[src/rtl/serv_mtimer_pkg.sv]
// Shared register map, reset constants and byte-lane helper for the machine timer.
package serv_mtimer_pkg;

    localparam logic [2:0] MTIME_LO = 3'd0;
    localparam logic [2:0] MTIME_HI = 3'd1;
    localparam logic [2:0] CMP_LO   = 3'd2;
    localparam logic [2:0] CMP_HI   = 3'd3;
    localparam logic [2:0] CTRL     = 3'd4;

    localparam int CTRL_EN_BIT  = 0;
    localparam int CTRL_PRE_LSB = 8;

    localparam logic [63:0] CMP_RESET = 64'hFFFF_FFFF_FFFF_FFFF;

    function automatic logic [31:0] byte_merge(input logic [31:0] old_val,
                                               input logic [31:0] new_val,
                                               input logic [3:0]  sel);
        logic [31:0] res;
        for (int i = 0; i < 4; i++) begin
            res[i*8 +: 8] = sel[i] ? new_val[i*8 +: 8] : old_val[i*8 +: 8];
        end
        return res;
    endfunction

endpackage

[src/rtl/serv_mtimer_prescaler.sv]
// Prescaler: counts 0..pre while enabled and emits a tick on the wrap cycle.
module serv_mtimer_prescaler #(
    parameter int PRE_W = 8
) (
    input  logic             i_clk,
    input  logic             i_rst_n,
    input  logic             i_en,
    input  logic             i_clr,
    input  logic [PRE_W-1:0] i_pre,
    output logic             o_tick
);

    logic [PRE_W-1:0] cnt;

    // >= rather than == so a reload lowered below the running count still wraps
    assign o_tick = i_en & (cnt >= i_pre);

    always_ff @(posedge i_clk or negedge i_rst_n) begin
        if (!i_rst_n) begin
            cnt <= '0;
        end else if (i_clr) begin
            cnt <= '0;
        end else if (i_en) begin
            if (cnt >= i_pre) begin
                cnt <= '0;
            end else begin
                cnt <= cnt + 1'b1;
            end
        end
    end

endmodule

[src/rtl/serv_mtimer.sv]
// Machine timer: 64-bit mtime/mtimecmp behind a 32-bit Wishbone slave, level mtip output.
module serv_mtimer
    import serv_mtimer_pkg::*;
#(
    parameter int PRE_W     = 8,
    parameter int RESET_PRE = 0
) (
    input  logic        i_clk,
    input  logic        i_rst_n,
    input  logic        i_wb_cyc,
    input  logic        i_wb_we,
    input  logic [2:0]  i_wb_adr,
    input  logic [31:0] i_wb_dat,
    input  logic [3:0]  i_wb_sel,
    output logic [31:0] o_wb_rdt,
    output logic        o_wb_ack,
    output logic        o_irq
);

    logic [63:0]      mtime;
    logic [63:0]      mtimecmp;
    logic [31:0]      hi_shadow;
    logic             en;
    logic [PRE_W-1:0] pre;
    logic             tick;

    logic             req;
    logic             wr;
    logic             rd;
    logic [31:0]      rd_data;
    logic             en_next;
    logic [PRE_W-1:0] pre_next;

    // A request is taken only while ack is low, so a held cycle is acked every other clock
    assign req = i_wb_cyc & ~o_wb_ack;
    assign wr  = req & i_wb_we;
    assign rd  = req & ~i_wb_we;

    serv_mtimer_prescaler #(
        .PRE_W (PRE_W)
    ) u_prescaler (
        .i_clk   (i_clk),
        .i_rst_n (i_rst_n),
        .i_en    (en),
        .i_clr   (wr && (i_wb_adr == CTRL)),
        .i_pre   (pre),
        .o_tick  (tick)
    );

    always_comb begin
        rd_data = '0;
        case (i_wb_adr)
            MTIME_LO: rd_data = mtime[31:0];
            MTIME_HI: rd_data = hi_shadow;
            CMP_LO:   rd_data = mtimecmp[31:0];
            CMP_HI:   rd_data = mtimecmp[63:32];
            CTRL: begin
                rd_data[CTRL_EN_BIT]              = en;
                rd_data[CTRL_PRE_LSB +: PRE_W]    = pre;
            end
            default:  rd_data = '0;
        endcase
    end

    always_comb begin
        en_next  = i_wb_sel[CTRL_EN_BIT / 8] ? i_wb_dat[CTRL_EN_BIT] : en;
        pre_next = pre;
        for (int b = 0; b < PRE_W; b++) begin
            if (i_wb_sel[(CTRL_PRE_LSB + b) / 8]) begin
                pre_next[b] = i_wb_dat[CTRL_PRE_LSB + b];
            end
        end
    end

    // A bus write to either half wins over the tick; the other half is left alone
    always_ff @(posedge i_clk or negedge i_rst_n) begin
        if (!i_rst_n) begin
            mtime <= '0;
        end else if (wr && (i_wb_adr == MTIME_LO)) begin
            mtime[31:0] <= byte_merge(mtime[31:0], i_wb_dat, i_wb_sel);
        end else if (wr && (i_wb_adr == MTIME_HI)) begin
            mtime[63:32] <= byte_merge(mtime[63:32], i_wb_dat, i_wb_sel);
        end else if (tick) begin
            mtime <= mtime + 64'd1;
        end
    end

    always_ff @(posedge i_clk or negedge i_rst_n) begin
        if (!i_rst_n) begin
            hi_shadow <= '0;
        end else if (wr && (i_wb_adr == MTIME_HI)) begin
            hi_shadow <= byte_merge(mtime[63:32], i_wb_dat, i_wb_sel);
        end else if (rd && (i_wb_adr == MTIME_LO)) begin
            hi_shadow <= mtime[63:32];
        end
    end

    always_ff @(posedge i_clk or negedge i_rst_n) begin
        if (!i_rst_n) begin
            mtimecmp <= CMP_RESET;
            en       <= 1'b1;
            pre      <= PRE_W'(RESET_PRE);
        end else if (wr) begin
            case (i_wb_adr)
                CMP_LO:  mtimecmp[31:0]  <= byte_merge(mtimecmp[31:0], i_wb_dat, i_wb_sel);
                CMP_HI:  mtimecmp[63:32] <= byte_merge(mtimecmp[63:32], i_wb_dat, i_wb_sel);
                CTRL: begin
                    en  <= en_next;
                    pre <= pre_next;
                end
                default: ;
            endcase
        end
    end

    always_ff @(posedge i_clk or negedge i_rst_n) begin
        if (!i_rst_n) begin
            o_wb_ack <= 1'b0;
            o_wb_rdt <= '0;
            o_irq    <= 1'b0;
        end else begin
            o_wb_ack <= req;
            o_wb_rdt <= rd ? rd_data : 32'd0;
            o_irq    <= (mtime >= mtimecmp);
        end
    end

endmodule
[config.mk]
export PLATFORM = sky130hd
export DESIGN_NAME = serv_mtimer
export DESIGN_NICKNAME = d
export VERILOG_FILES = /design/src/rtl/serv_mtimer_pkg.sv /design/src/rtl/serv_mtimer_prescaler.sv /design/src/rtl/serv_mtimer.sv
export SDC_FILE = /design/constraint.sdc
export NUM_CORES = 1
export LEC_CHECK = 0
export CAP_MARGIN = 5
export CORE_MARGIN = 4
export CORE_UTILIZATION = 60
export DETAILED_ROUTE_END_ITERATION = 6
export GPL_TIMING_DRIVEN = 1
export PLACE_DENSITY = 0.77
export SYNTH_ARGS = -nofsm -noshare
export SYNTH_HDL_FRONTEND = slang
export SYNTH_SLANG_ARGS = --single-unit
[constraint.sdc]
create_clock -name i_clk -period 3.5 [get_ports i_clk]
set_input_delay 0.7 -clock i_clk [delete_from_list [all_inputs] [get_ports i_clk]]
set_output_delay 0.7 -clock i_clk [all_outputs]
set_load 0.01 [all_outputs]
; Word-level counts from Yosys, hierarchy flattened
; Index checks and enable logic that the tools add are counted.
; Widths: inputs -> output; s select.
[word_totals]
ff_bits = 211
output_inout_bits = 34
word_cells = 86
[op_classes]
add_sub_neg = 2
order_cmp = 2
eq_ne = 9
mux = 22
bitwise_logic = 7
n_reduce_logical = 24
[op_table]
columns = operator, count
row1 = $mux 32, 6
row2 = $mux 8, 11
row3 = $add 64x1->64 const B, 1
row4 = $ge 64x64->1, 1
row5 = $mux 64, 1
row6 = $pmux 16 s4, 1
row7 = $reduce_and 3->1, 14
row8 = $pmux 8 s5, 1
row9 = $pmux 7 s4, 1
row10 = $ne 2x2->1 const B, 5
row11 = $add 8x1->8 const B, 1
row12 = $ge 8x8->1, 1
row13 = $reduce_bool 2->1, 4
row14 = $eq 3x2->1 const B, 2
row15 = $pmux 1 s5, 1
row16 = $and 1x1->1, 4
row17 = $logic_and 1x1->1, 4
row18 = $eq 3x1->1 const B, 1
row19 = $eq 3x3->1 const B, 1
row20 = $logic_not 3->1, 1
row21 = $not 1->1, 3
row22 = $reduce_and 2->1, 1

; Logic depth before layout (Yosys ltp)
[logic_depth]
word_depth = 6
ltp_mapped = 11

; Hierarchy
; From an unflattened synthesis, not the netlist that was laid out.
[hier_totals]
cells_unflattened = 1411
hier_area_um2 = 12829.8
[modules_own_cells]
columns = mod, n_inst, cells_each, area_per_inst_um2, seq_area_each_um2
row1 = serv_mtimer, 1, 1341, 12102.9, 5161.2
row2 = serv_mtimer_prescaler, 1, 70, 726.9, 200.2

; Worst setup path after synthesis
; OpenSTA, ideal clock, no wires.
[synth_timing]
kind = in2reg
start = input i_wb_adr[1]
end = register mtime[13]
setup_ns = 0.121
t_arrival_ns = 2.421
required_ns = 3.379
slack_ns = 0.958
cell_stages = 10
path_buffers = 4
path_cell_list = buf_4 -> nor3_4 -> nand2_2 -> and3_4 -> buf_6 -> a211o_1 -> buf_6 -> and2_4 -> buf_6 -> a22o_1
[synth_via]
elab_chain_cells = 4
word_cells_on_any_way = 9
classes_between = eq/ne (3) / mux (1) / reduce/logical (5)
[synth_rtl]
columns = item, line
row1 = from (decl), serv_mtimer.sv:12  ; input logic [2:0] i_wb_adr,
row2 = $eq 3x1->1 or $logic_not 3->1 (tied branches), "serv_mtimer.sv:81, serv_mtimer.sv:79"
row3 = $logic_and 1x1->1 (on tied branches), "serv_mtimer.sv:81, serv_mtimer.sv:79"
row4 = $ne 2x2->1 (no line) or $reduce_bool 2->1 (tied branches), n/a
row5 = $reduce_and 3->1 (no line), n/a
row6 = to (signal assigned), serv_mtimer.sv:80  ; mtime[31:0] <= byte_merge(mtime[31:0], i_wb_dat, i_wb_sel);
row7 = to (signal assigned), serv_mtimer.sv:84  ; mtime <= mtime + 64'd1;
row8 = to (decl), serv_mtimer.sv:20  ; logic [63:0] mtime;
; Parallel ways exist; a longest one is shown, timed or not.
; A chain may end at the register's enable or synchronous reset.

; Final worst setup path
[layout_timing]
start = register u_prescaler.cnt[0]
end = register mtime[17]
[layout_via]
elab_chain_cells = 4
[layout_rtl]
columns = item, line
row1 = from (decl), serv_mtimer_prescaler.sv:13  ; logic [PRE_W-1:0] cnt;
row2 = from (signal assigned), serv_mtimer_prescaler.sv:27  ; cnt <= cnt + 1'b1;
row3 = $ge 8x8->1, serv_mtimer_prescaler.sv:16  ; assign o_tick = i_en & (cnt >= i_pre);
row4 = $and 1x1->1, serv_mtimer_prescaler.sv:16
row5 = $reduce_bool 2->1 (no line), n/a
row6 = $reduce_and 3->1 (no line), n/a
; Every way passes these cells.

==> summary.txt <==
Status
  – Outcome: finished, final reports clean

Clock network
  – Setup fix buffers added after clock tree synthesis: 0
  – CTS Buffer Depth: 3
  – # H-tree levels: 1
  – Root Buffer: clkbuf_16
  – CTS Hold Bufs: 0
  – Clock sinks: about 210
  – Worst skew pair latency: 0.53 ns
  – Post-CTS sizing: 0
  – CTS tree: yes
  – Clock slew seen by the registers of the worst setup and hold paths: ~0.06 ns
  – Inserted Clock Buffers: 25

Synthesis
  – Ys flop type: dfrtp_1
  – Mapped Cells: ~1400
  – Post-synth EDFFs: 0
  – Synth cell types: 85
  – FF+latch count, synth: between 200 and 250
  – Yosys Warn Count: 0
  – Syn Std Cell Area: roughly 0.013 mm²
  – Synth async-reset ratio: 100%
  – Post-Syn Area per Cell: 9.22 µm²
  – Post-Syn Nets: about 1500
  – Top-area cell type share of the netlist area: between 20% and 30%
  – Ranking of synthesized cells by area: dfrtp_1 (28%), dfstp_2 (13%), ha_1 (7.1%)
  – Leading area contributor after synthesis: dfrtp_1
  – Post-synthesis sequential area ratio: around two fifths

Placed design
  – IO Port Bufs: 76
  – Setup WS pre-CTS: ~0.29 ns
  – Hpwl dp: between 30000 and 40000 µm
  – GPL Wtd Cong: 1.02

Worst setup path
  – Setup crit end kind: flip-flop
  – End of the critical path: mtime[17]
  – R2r worst-path depth: 9
  – Crit Path Max Fanout: 10
  – Setup crit start kind: flip-flop
  – CP Launch Point: u_prescaler.cnt[0]
  – Worst EP arrival: ~3.4 ns
  – R2r endpoint: mtime[17]
  – R2r startpoint: u_prescaler.cnt[0]
  – Setup CP Type: reg -> reg
  – Data required, critical path: approximately 4 ns
  – R2r setup slk: about 0.53 ns

Timing
  – Number of setup violations in the final report: 0
  – Clock Skew: about 0.017 ns
  – Fin crit share: between 80% and 90%
  – Relative slew margins: 34.1%
  – RSZ-0062 raised after global routing: false
  – FMAX: roughly 340 MHz
  – Final Worst Setup Slack: roughly 0.53 ns
  – Final setup TNS: 0 ns
  – Fin. Hold Viols: 0
  – Final Slew Violations: 0
  – Tightest Pin Transition: 0.978 ns
  – Tmin final: between 2 and 3 ns

Detailed routing
  – Antenna Violating Nets Remaining: 0
  – DRT iter0 DRCs: roughly 1500
  – Number of remaining DRC errors: 0
  – Drt total wl: 43700 µm
  – Pre-Repair DR Iteration Count: 6
  – Vias: around 12000
  – Wire per inst: 24.6 µm
  – Vias/cell: roughly 6.8

Job
  – Max-cap violation count: 0

Global routing
  – Global-route wire length before repair: between 60000 and 70000 µm
  – Met1 usage: 50.4%
  – Total GRT Usage: about 36%
  – Total gr overflow: 0
  – Busiest layer in global routing: met2
  – Largest net degree at the start of global routing: approximately 80
  – Initial antenna violation count: 2
  – Met2 Usage GRT: a little over half
  – Met3 Usage GRT: slightly above 8%
  – Vias in the first global route: 11700

Finish
  – Most common cell after layout, fill and taps aside: dfrtp_1
  – Layout cells sized above 1: roughly 18%
  – Commonest cells after routing, fill and taps aside: dfrtp_1 (146), nor2_1 (125), a21oi_1 (111), nand2_1 (99), inv_1 (92)
  – Area grow syn2layout: 15.7%
  – Nets: approximately 1600
  – Antenna Cells: 0

Pwr
  – PwrDens: between 500 and 600 mW/mm²
  – Worst vdd ir: ~0.48 mV
  – Leakage: approximately 6.2 nW
  – Total power draw: roughly 8.8 mW

Floorplan
  – Die height: ~160 µm
  – Die area: roughly 0.024 mm²
  – Rows: 53
  – Io pins: 77
  – Die X: approximately 160 µm
  – Initial Util: between 60% and 70%
  – Core region area: ~0.021 mm²

Hold path
  – Hold Path Class: in -> async
registers in the layout, indices dropped and copies added (netlist names):
signal / flops
mtime: 64
mtimecmp: 64
hi_shadow: 32
o_wb_rdt: 32
pre: 8
u_prescaler.cnt: 8
en: 1
o_irq: 1
o_wb_ack: 1
kinds of logic (layout without fill, tap and decap cells):
family / count (synthesis) / in the layout / share of synthesized area, %
multiplexers: 74 / 74 / 6.39
XOR/XNOR: 2 / 2 / 0.135
buffers and inverters: 174 / 268 / 5.44
adder cells (fa/ha/maj): 74 / 74 / 7.12
flip-flops: 211 / 211 / 41.3
AO/OA/AOI/OAI: 430 / 430 / 22.1
AND/OR/NAND/NOR: 445 / 445 / 17.6
power by group:
part / leakage (nW) / internal, mW / switching (mW)
combinational: 3.29 / 1.05 / 1.46
clock: 0.404 / 1.59 / 1.05
sequential: 2.51 / 3.01 / 0.629
worst max-delay path: stages, from the launching register on:
cell and delay, ns:
dfrtp_1 0.42, inv_1 0.06, ha_1 0.27, nand2b_1 0.15
a2111o_1 0.54, nor3b_4 0.24, buf_4 0.20, a211oi_2 0.60
or2_2 0.26, o21ai_0 0.09
synthesized netlist by cell type (12+ instances only):
| library cell | number |
|---|---|
| inv_1 | 92 |
| a211oi_1 | 13 |
| nand3_1 | 47 |
| o211ai_1 | 12 |
| and3_1 | 26 |
| nor3_1 | 29 |
| dfrtp_1 | 146 |
| a31oi_1 | 24 |
| nor2_1 | 125 |
| o22ai_1 | 40 |
| a21oi_1 | 111 |
| buf_2 | 13 |
| clkbuf_1 | 55 |
| nand2_1 | 100 |
| dfstp_2 | 65 |
| ha_1 | 74 |
| nand4_1 | 34 |
| a22oi_1 | 69 |
| mux2_2 | 71 |
| o21ai_0 | 59 |
routing by layer:
metal,vias to the layer above,part of all wire (%)
li1,5414,-
met1,5809,40
met2,757,44
met3,135,11
met4,4,4.1
met5,-,0.062
cell type report:
class                   count  area (µm²)
multi-input cells        1025        6940
fillers                  1666        6120
flip-flops and latches    211        5360
repair buffers            131        1220
clock buffers              38         734
inverters                  92         345
well taps                 275         344
clock inverters             7        87.6
worst min path at each step:
stage | endpoint | depth (start not counted)
after floorplan | hi_shadow[0] | 0
after global routing | mtime[0] | 1
final | mtime[0] | 1
after CTS | mtime[10] | 1
after global placement | mtimecmp[12] | 2
after detailed placement | mtimecmp[12] | 2
stage by stage:
step	utilization [%]	std cells	hold slack, ns	area (µm²)
floorplan	-	1410	0.404	13000
global placement	67.2	1734	0.471	14200
CTS	71.0	1779	0.205	15000
finish	71.0	1779	0.180	15000
global route	71.0	1779	0.224	15000
detailed placement	67.2	1734	0.474	14200
No activity file was read; power rests on OpenSTA's default activity.
